==> config.mk <==
export PLATFORM = sky130hd
export DESIGN_NAME = bus_interconnect
export DESIGN_NICKNAME = d
export VERILOG_FILES = /design/src/rtl/bus_interconnect_pkg.sv /design/src/rtl/bus_addr_decode.sv /design/src/rtl/bus_interconnect.sv
export SDC_FILE = /design/constraint.sdc
export NUM_CORES = 1
export LEC_CHECK = 0
export CORE_AREA = 2 2 148 150
export CTS_BUF_LIST = sky130_fd_sc_hd__clkbuf_8
export CTS_CLUSTER_SIZE = 12
export DETAILED_ROUTE_END_ITERATION = 10
export DIE_AREA = 0 0 150 152
export GPL_TIMING_DRIVEN = 0
export SYNTH_ARGS = -nofsm -noshare
export SYNTH_HDL_FRONTEND = slang
export SYNTH_HIERARCHICAL = 1
export SYNTH_SLANG_ARGS = --single-unit
==> constraint.sdc <==
create_clock -name clk -period 2.04 [get_ports clk]
set_clock_uncertainty 0.1 [all_clocks]
set_input_delay 0.408 -clock clk [delete_from_list [all_inputs] [get_ports clk]]
set_output_delay 0.408 -clock clk [all_outputs]
set_load 0.05 [all_outputs]
==> src/rtl/bus_interconnect_pkg.sv <==
// Shared definitions for the native-bus interconnect: FSM state encoding,
// error-cause codes, default error read data and the index-width helper.
package bus_interconnect_pkg;

  typedef enum logic [1:0] {
    ST_IDLE   = 2'd0,
    ST_ACCESS = 2'd1,
    ST_RESP   = 2'd2,
    ST_ERR    = 2'd3
  } bus_state_e;

  localparam logic ERR_CAUSE_UNMAPPED = 1'b0;
  localparam logic ERR_CAUSE_TIMEOUT  = 1'b1;

  localparam logic [31:0] ERR_DATA_DEFAULT = 32'hDEAD_BEEF;

  // A single-slave map still needs a 1-bit index so that ports stay legal.
  function automatic int idx_width(input int n);
    return (n > 1) ? $clog2(n) : 1;
  endfunction

endpackage

==> src/rtl/bus_addr_decode.sv <==
// Combinational priority address decoder.
// Ports:
//   addr - byte address to decode
//   hit  - address falls inside at least one window
//   idx  - index of the lowest-numbered matching window (0 when no hit)
// Window i matches when (addr & mask_i) == base_i. Lower indices win on
// overlap so a boot ROM can shadow the bottom of a larger flash window.
module bus_addr_decode
  import bus_interconnect_pkg::*;
#(
  parameter int                          NUM_SLAVES = 8,
  parameter logic [32*NUM_SLAVES-1:0]    SLAVE_BASE = '0,
  parameter logic [32*NUM_SLAVES-1:0]    SLAVE_MASK = '0,
  parameter int                          IDX_W      = idx_width(NUM_SLAVES)
) (
  input  logic [31:0]      addr,
  output logic             hit,
  output logic [IDX_W-1:0] idx
);

  // Walk from the highest index down so the lowest match is written last.
  always_comb begin
    hit = 1'b0;
    idx = '0;
    for (int i = NUM_SLAVES - 1; i >= 0; i--) begin
      if ((addr & SLAVE_MASK[32*i +: 32]) == SLAVE_BASE[32*i +: 32]) begin
        hit = 1'b1;
        idx = IDX_W'(i);
      end
    end
  end

endmodule

==> src/rtl/bus_interconnect.sv <==
// picorv32 native-bus interconnect: decodes the cpu address onto one-hot
// slave selects, registers the selected slave's read data and terminates
// unmapped or hung accesses with a bus error plus a sticky error log.
// Ports:
//   clk, reset_n          - system clock, async active-low reset
//   mem_valid/addr/wstrb  - cpu request (wstrb only matters to the slaves)
//   mem_ready, mem_rdata  - one-cycle response pulse and registered data
//   slv_select            - one-hot select, high through the whole access
//   slv_ready, slv_data_o - per-slave ready and flattened read data
//   err_clear             - clears the error log
//   bus_err_irq           - sticky error flag
//   err_addr, err_cause   - first uncleared error (cause 0 unmapped, 1 timeout)
//
// state  | meaning
// IDLE   | waiting for mem_valid, decode in progress
// ACCESS | slave selected, waiting for its ready or the timeout
// RESP   | mem_ready pulse carrying captured slave data
// ERR    | mem_ready pulse carrying ERR_DATA
module bus_interconnect
  import bus_interconnect_pkg::*;
#(
  parameter int                       NUM_SLAVES     = 8,
  parameter logic [32*NUM_SLAVES-1:0] SLAVE_BASE     = '0,
  parameter logic [32*NUM_SLAVES-1:0] SLAVE_MASK     = '0,
  parameter int                       TIMEOUT_CYCLES = 255,
  parameter logic [31:0]              ERR_DATA       = ERR_DATA_DEFAULT
) (
  input  logic                       clk,
  input  logic                       reset_n,
  input  logic                       mem_valid,
  input  logic [31:0]                mem_addr,
  input  logic [3:0]                 mem_wstrb,
  output logic                       mem_ready,
  output logic [31:0]                mem_rdata,
  output logic [NUM_SLAVES-1:0]      slv_select,
  input  logic [NUM_SLAVES-1:0]      slv_ready,
  input  logic [32*NUM_SLAVES-1:0]   slv_data_o,
  input  logic                       err_clear,
  output logic                       bus_err_irq,
  output logic [31:0]                err_addr,
  output logic                       err_cause
);

  localparam int IDX_W = idx_width(NUM_SLAVES);
  localparam int TW    = $clog2(TIMEOUT_CYCLES + 1);
  localparam logic [TW-1:0] TIMER_LAST = TW'(TIMEOUT_CYCLES - 1);

  bus_state_e       state, state_next;
  logic [IDX_W-1:0] idx;
  logic [TW-1:0]    timer;

  logic             dec_hit;
  logic [IDX_W-1:0] dec_idx;

  logic             accept;
  logic             take_rdata;
  logic             err_enter;
  logic             cause_next;

  // Writes are never acknowledged with data here, so the strobes only reach
  // the slaves directly from the cpu bus.
  logic unused_wstrb;
  assign unused_wstrb = ^mem_wstrb;

  bus_addr_decode #(
    .NUM_SLAVES (NUM_SLAVES),
    .SLAVE_BASE (SLAVE_BASE),
    .SLAVE_MASK (SLAVE_MASK),
    .IDX_W      (IDX_W)
  ) u_decode (
    .addr (mem_addr),
    .hit  (dec_hit),
    .idx  (dec_idx)
  );

  always_ff @(posedge clk or negedge reset_n) begin
    if (!reset_n) state <= ST_IDLE;
    else          state <= state_next;
  end

  // Abort takes precedence in ACCESS, then ready, then timeout, so a slave
  // answering on the last allowed cycle still completes normally.
  always_comb begin
    state_next = state;
    accept     = 1'b0;
    take_rdata = 1'b0;
    err_enter  = 1'b0;
    cause_next = ERR_CAUSE_UNMAPPED;
    case (state)
      ST_IDLE: begin
        if (mem_valid) begin
          if (dec_hit) begin
            state_next = ST_ACCESS;
            accept     = 1'b1;
          end else begin
            state_next = ST_ERR;
            err_enter  = 1'b1;
          end
        end
      end
      ST_ACCESS: begin
        if (!mem_valid) begin
          state_next = ST_IDLE;
        end else if (slv_ready[idx]) begin
          state_next = ST_RESP;
          take_rdata = 1'b1;
        end else if (timer == TIMER_LAST) begin
          state_next = ST_ERR;
          err_enter  = 1'b1;
          cause_next = ERR_CAUSE_TIMEOUT;
        end
      end
      ST_RESP:  state_next = ST_IDLE;
      ST_ERR:   state_next = ST_IDLE;
      default:  state_next = ST_IDLE;
    endcase
  end

  always_comb begin
    slv_select = '0;
    if (state == ST_ACCESS) slv_select[idx] = 1'b1;
  end

  always_ff @(posedge clk or negedge reset_n) begin
    if (!reset_n) begin
      idx         <= '0;
      timer       <= '0;
      mem_ready   <= 1'b0;
      mem_rdata   <= '0;
      bus_err_irq <= 1'b0;
      err_addr    <= '0;
      err_cause   <= 1'b0;
    end else begin
      mem_ready <= take_rdata | err_enter;

      if (accept) begin
        idx   <= dec_idx;
        timer <= '0;
      end else if (state == ST_ACCESS) begin
        timer <= timer + 1'b1;
      end

      if (take_rdata)     mem_rdata <= slv_data_o[32*idx +: 32];
      else if (err_enter) mem_rdata <= ERR_DATA;

      // A clear coinciding with a new error leaves the new error logged.
      if (err_enter && (err_clear || !bus_err_irq)) begin
        bus_err_irq <= 1'b1;
        err_addr    <= mem_addr;
        err_cause   <= cause_next;
      end else if (err_clear) begin
        bus_err_irq <= 1'b0;
        err_addr    <= '0;
        err_cause   <= 1'b0;
      end
    end
  end

endmodule

==> summary.txt <==
Outcome
  • Status: complete, but fails checks
  • Failing checks: setup timing

Yosys
  • Top_reg_cell synth: dfrtp_1
  • Sequential area share after synthesis: 0.367
  • Async SR Flop Fraction: 1.00
  • Synthesized cell area: 5460 µm²
  • Syn_area_per_cell: 11.8 µm²
  • Yosys cell types: 40
  • Post-synth EDFFs: 0
  • Gate Count Post-Synth: 463
  • Seq cells post-synth: 80
  • YS warnings: 6

CTS
  • Reg clk slew, reported paths: 0.09 ns
  • CTS Buffer Depth: 2
  • TritonCTS clock tree: built
  • CTS sink cnt: 80
  • Num CTS Buffers: 9
  • H-tree levels: 3
  • Root Buffer Master: clkbuf_8
  • Worst-Skew Late Latency: 0.37 ns

STA
  • Final hold vios: 0
  • Setup violations, final: 40
  • Slew HR: 0.443
  • Fin crit share: 1.05
  • Final min period: 2.14 ns
  • Max-slew violation count: 0
  • RSZ-0062 raised after global routing: true
  • Worst slew pin tran: 0.829 ns
  • Worst Hold Slack: 0.392 ns
  • Minimum setup slack in the final design: -0.104 ns
  • Fmax: 467 MHz

Cells and area
  • Layout cells sized above 1: 0.203
  • Final nets: 1181
  • Fillers: 2006
  • Area grow syn2layout: 86.4%

Place
  • Dpl ws: -1.09 ns
  • Final HPWL DP: 20600 µm
  • Port Buffer Count: 374
  • RD Place Congestion: 0.918

Pwr
  • Pwr/cell area: 1150 nW/µm²
  • Combinational share of power: 0.682
  • Net Sw Power: 5.32 mW
  • Total internal power: 6.37 mW
  • Worst vdd ir: 0.384 mV
  • P_leak: 4.18 nW
  • Clock power share: 0.108
  • Sequential share of power: 0.209
  • Switching Fraction: 0.455
  • Power, Total: 11.7 mW

Global routing
  • Initial antenna violation count: 6
  • First-pass GRT wire length: 37200 µm
  • GR Overflow Total: 0
  • Vias in the first global route: 6085
  • Largest net degree at the start of global routing: 57
  • Gr usage total: 0.222

Floorplan
  • Full die area: 22800 µm²
  • Die Y: 152 µm
  • # IOs: 379
  • Rows: 54
  • Initial Utilization: 0.256
  • Core Box Area: 21400 µm²
  • Die width: 150 µm

Worst setup path
  • Data required, critical path: 2.19 ns
  • FF-to-FF path depth: 8
  • Setup slack, reg-to-reg: -0.10 ns
  • Worst Path Class, Setup: flip-flop to flip-flop
  • Setup crit end kind: flip-flop
  • Critical Path Fanout Max: 10
  • Worst R2R Start: idx[0]$_DFFE_PN0P_
  • Crit start category: flip-flop
  • WP data arrival: 2.29 ns
  • Reg2reg end: mem_rdata[11]$_DFFE_PN0P_

Detailed routing
  • First DRT Iteration DRCs: 335
  • Wire length per cell: 21.8 µm
  • DRC: 0
  • Total number of vias: 5783
  • Drt total wl: 25400 µm
  • Post-route ant nets: 0
  • Number of detailed-route iterations in the first pass: 5
  • Vias per cell: 4.97

Hold path
  • Hold Crit Start: timer[6]$_DFFE_PN0P_
  • Worst hold path depth: 1
  • Worst Hold Path EP: timer[6]$_DFFE_PN0P_
  • Hold Path Class: flip-flop to flip-flop

Run
  • Max Cap Viol: 0
per-layer routing:
layer / track usage / up-vias / share of wire
met5: 0 / - / 0.00090
met4: 0.0889 / 4 / 0.030
met3: 0.0538 / 43 / 0.079
met2: 0.356 / 261 / 0.48
met1: 0.287 / 2855 / 0.41
li1: - / 2620 / -
layout by cell type (no fill, tap or decap), drive strengths merged, types with 4 or more instances in the layout:
master / netlist / routed
o21ai: 9 / 9
clkbuf: 26 / 32
nor3: 7 / 7
dfrtp: 80 / 80
nor2: 10 / 10
diode: 0 / 4
nand2b: 5 / 5
o211ai: 32 / 32
conb: 2 / 4
dlygate4sd2: 0 / 67
inv: 4 / 7
mux4: 64 / 64
mux2i: 26 / 26
a22o: 8 / 8
nand3: 36 / 36
buf: 21 / 57
clkdlybuf4s50: 0 / 298
mux2: 14 / 14
a2bb2oi: 24 / 24
nand2: 74 / 74
through the flow:
stage,setup TNS [ns],cells,util,instance area [µm²]
finish,-3.07,1164,0.476,10200
global route,-5.52,1163,0.476,10200
CTS,-2.25,1145,0.468,9990
detailed placement,-42.45,1120,0.451,9620
global placement,-259.19,1119,0.449,9590
floorplan,-1.19,465,-,5500
cells in the mapped netlist, drive strengths merged (2+ instances only):
master    n  area, µm²
nor4      2       12.5
a2bb2oi  24        210
and3      2       12.5
o211ai   32        240
mux2i    26        260
nand2    74        278
nor2     10       37.5
conb      2       7.51
nand2b    5       31.3
mux4     64       1440
inv       4       15.0
ha        2       25.0
nor3      7       57.6
a22o      8       70.1
and2      2       12.5
mux2     14        161
nor2b     2       12.5
dfrtp    80       2000
nand3    36        180
o21ai     9       45.0
buf      21        134
clkbuf   26       97.6
nand4     2       12.5
power groups by stage:
stage          Sequential [mW]  Clock [mW]  Combinational (mW)
5_1_grt                   2.52        1.37                8.44
3_5_place_dp              2.43           0                7.68
6_report                  2.45        1.26                7.97
3_3_place_gp              2.44           0                7.64
4_1_cts                   2.45        1.31                7.80
2_1_floorplan             3.82           0                3.70
sequential cells by signal, indices dropped and copies added, names as in the netlist:
name         cells
mem_rdata       32
err_addr        32
bus_err_irq      1
err_cause        1
mem_ready        1
idx              3
timer            8
state            2
what timing repair did:
| item | CTS | global route |
|---|---|---|
| buffers inserted | 10 | 15 |
| resized for setup | 180 | 11 |
| endpoints found under the setup margin | 144 | 73 |
| hold endpoints to repair | 24 | 0 |
| hold buffers | 1 | 0 |
| gates cloned | 0 | 1 |
| pin swaps | 5 | 2 |
worst max-delay path: stages (launching register included):
cell       delay [ns]
dfrtp_1          0.41
buf_4            0.14
mux2_4           0.30
o22ai_4          0.27
nor3_4           0.10
nor3_4           0.29
inv_4            0.11
buf_6            0.16
a2bb2oi_1        0.13
worst max path at each step:
stage,endpoint,cells past startpoint,start
floorplan,slv_select[2],3,idx[0]$_DFFE_PN0P_
global placement,err_addr[25]$_DFFE_PN0P_,1,reset_n
detailed placement,slv_select[0],5,idx[1]$_DFFE_PN0P_
CTS,slv_select[0],4,idx[2]$_DFFE_PN0P_
global route,mem_rdata[15]$_DFFE_PN0P_,8,idx[0]$_DFFE_PN0P_
finish,mem_rdata[11]$_DFFE_PN0P_,8,idx[0]$_DFFE_PN0P_
area by class of cell:
class                      instances  area, µm²  area share
buffer                            44        354      0.0348
clock inverter                     7       76.3     0.00750
antenna                            4       10.0    0.000984
inverter                           4       17.5     0.00172
sequential                        80       2000       0.197
multi-input combinational        334       3310       0.326
tap                              280        350      0.0344
clock buffer                       9        124      0.0122
timing repair buffer             402       3920       0.386
kinds of logic after synthesis:
group           count (synthesis)  share of synthesized area
flops                          80                      0.367
simple gates                  144                      0.122
mux                           104                      0.341
xor+xnor                        1                    0.00161
other cells                     2                    0.00138
compound gates                 79                      0.118
fa+ha+maj                       2                    0.00458
buf+inv                        51                     0.0452
Power figures use the tool's default switching activity.
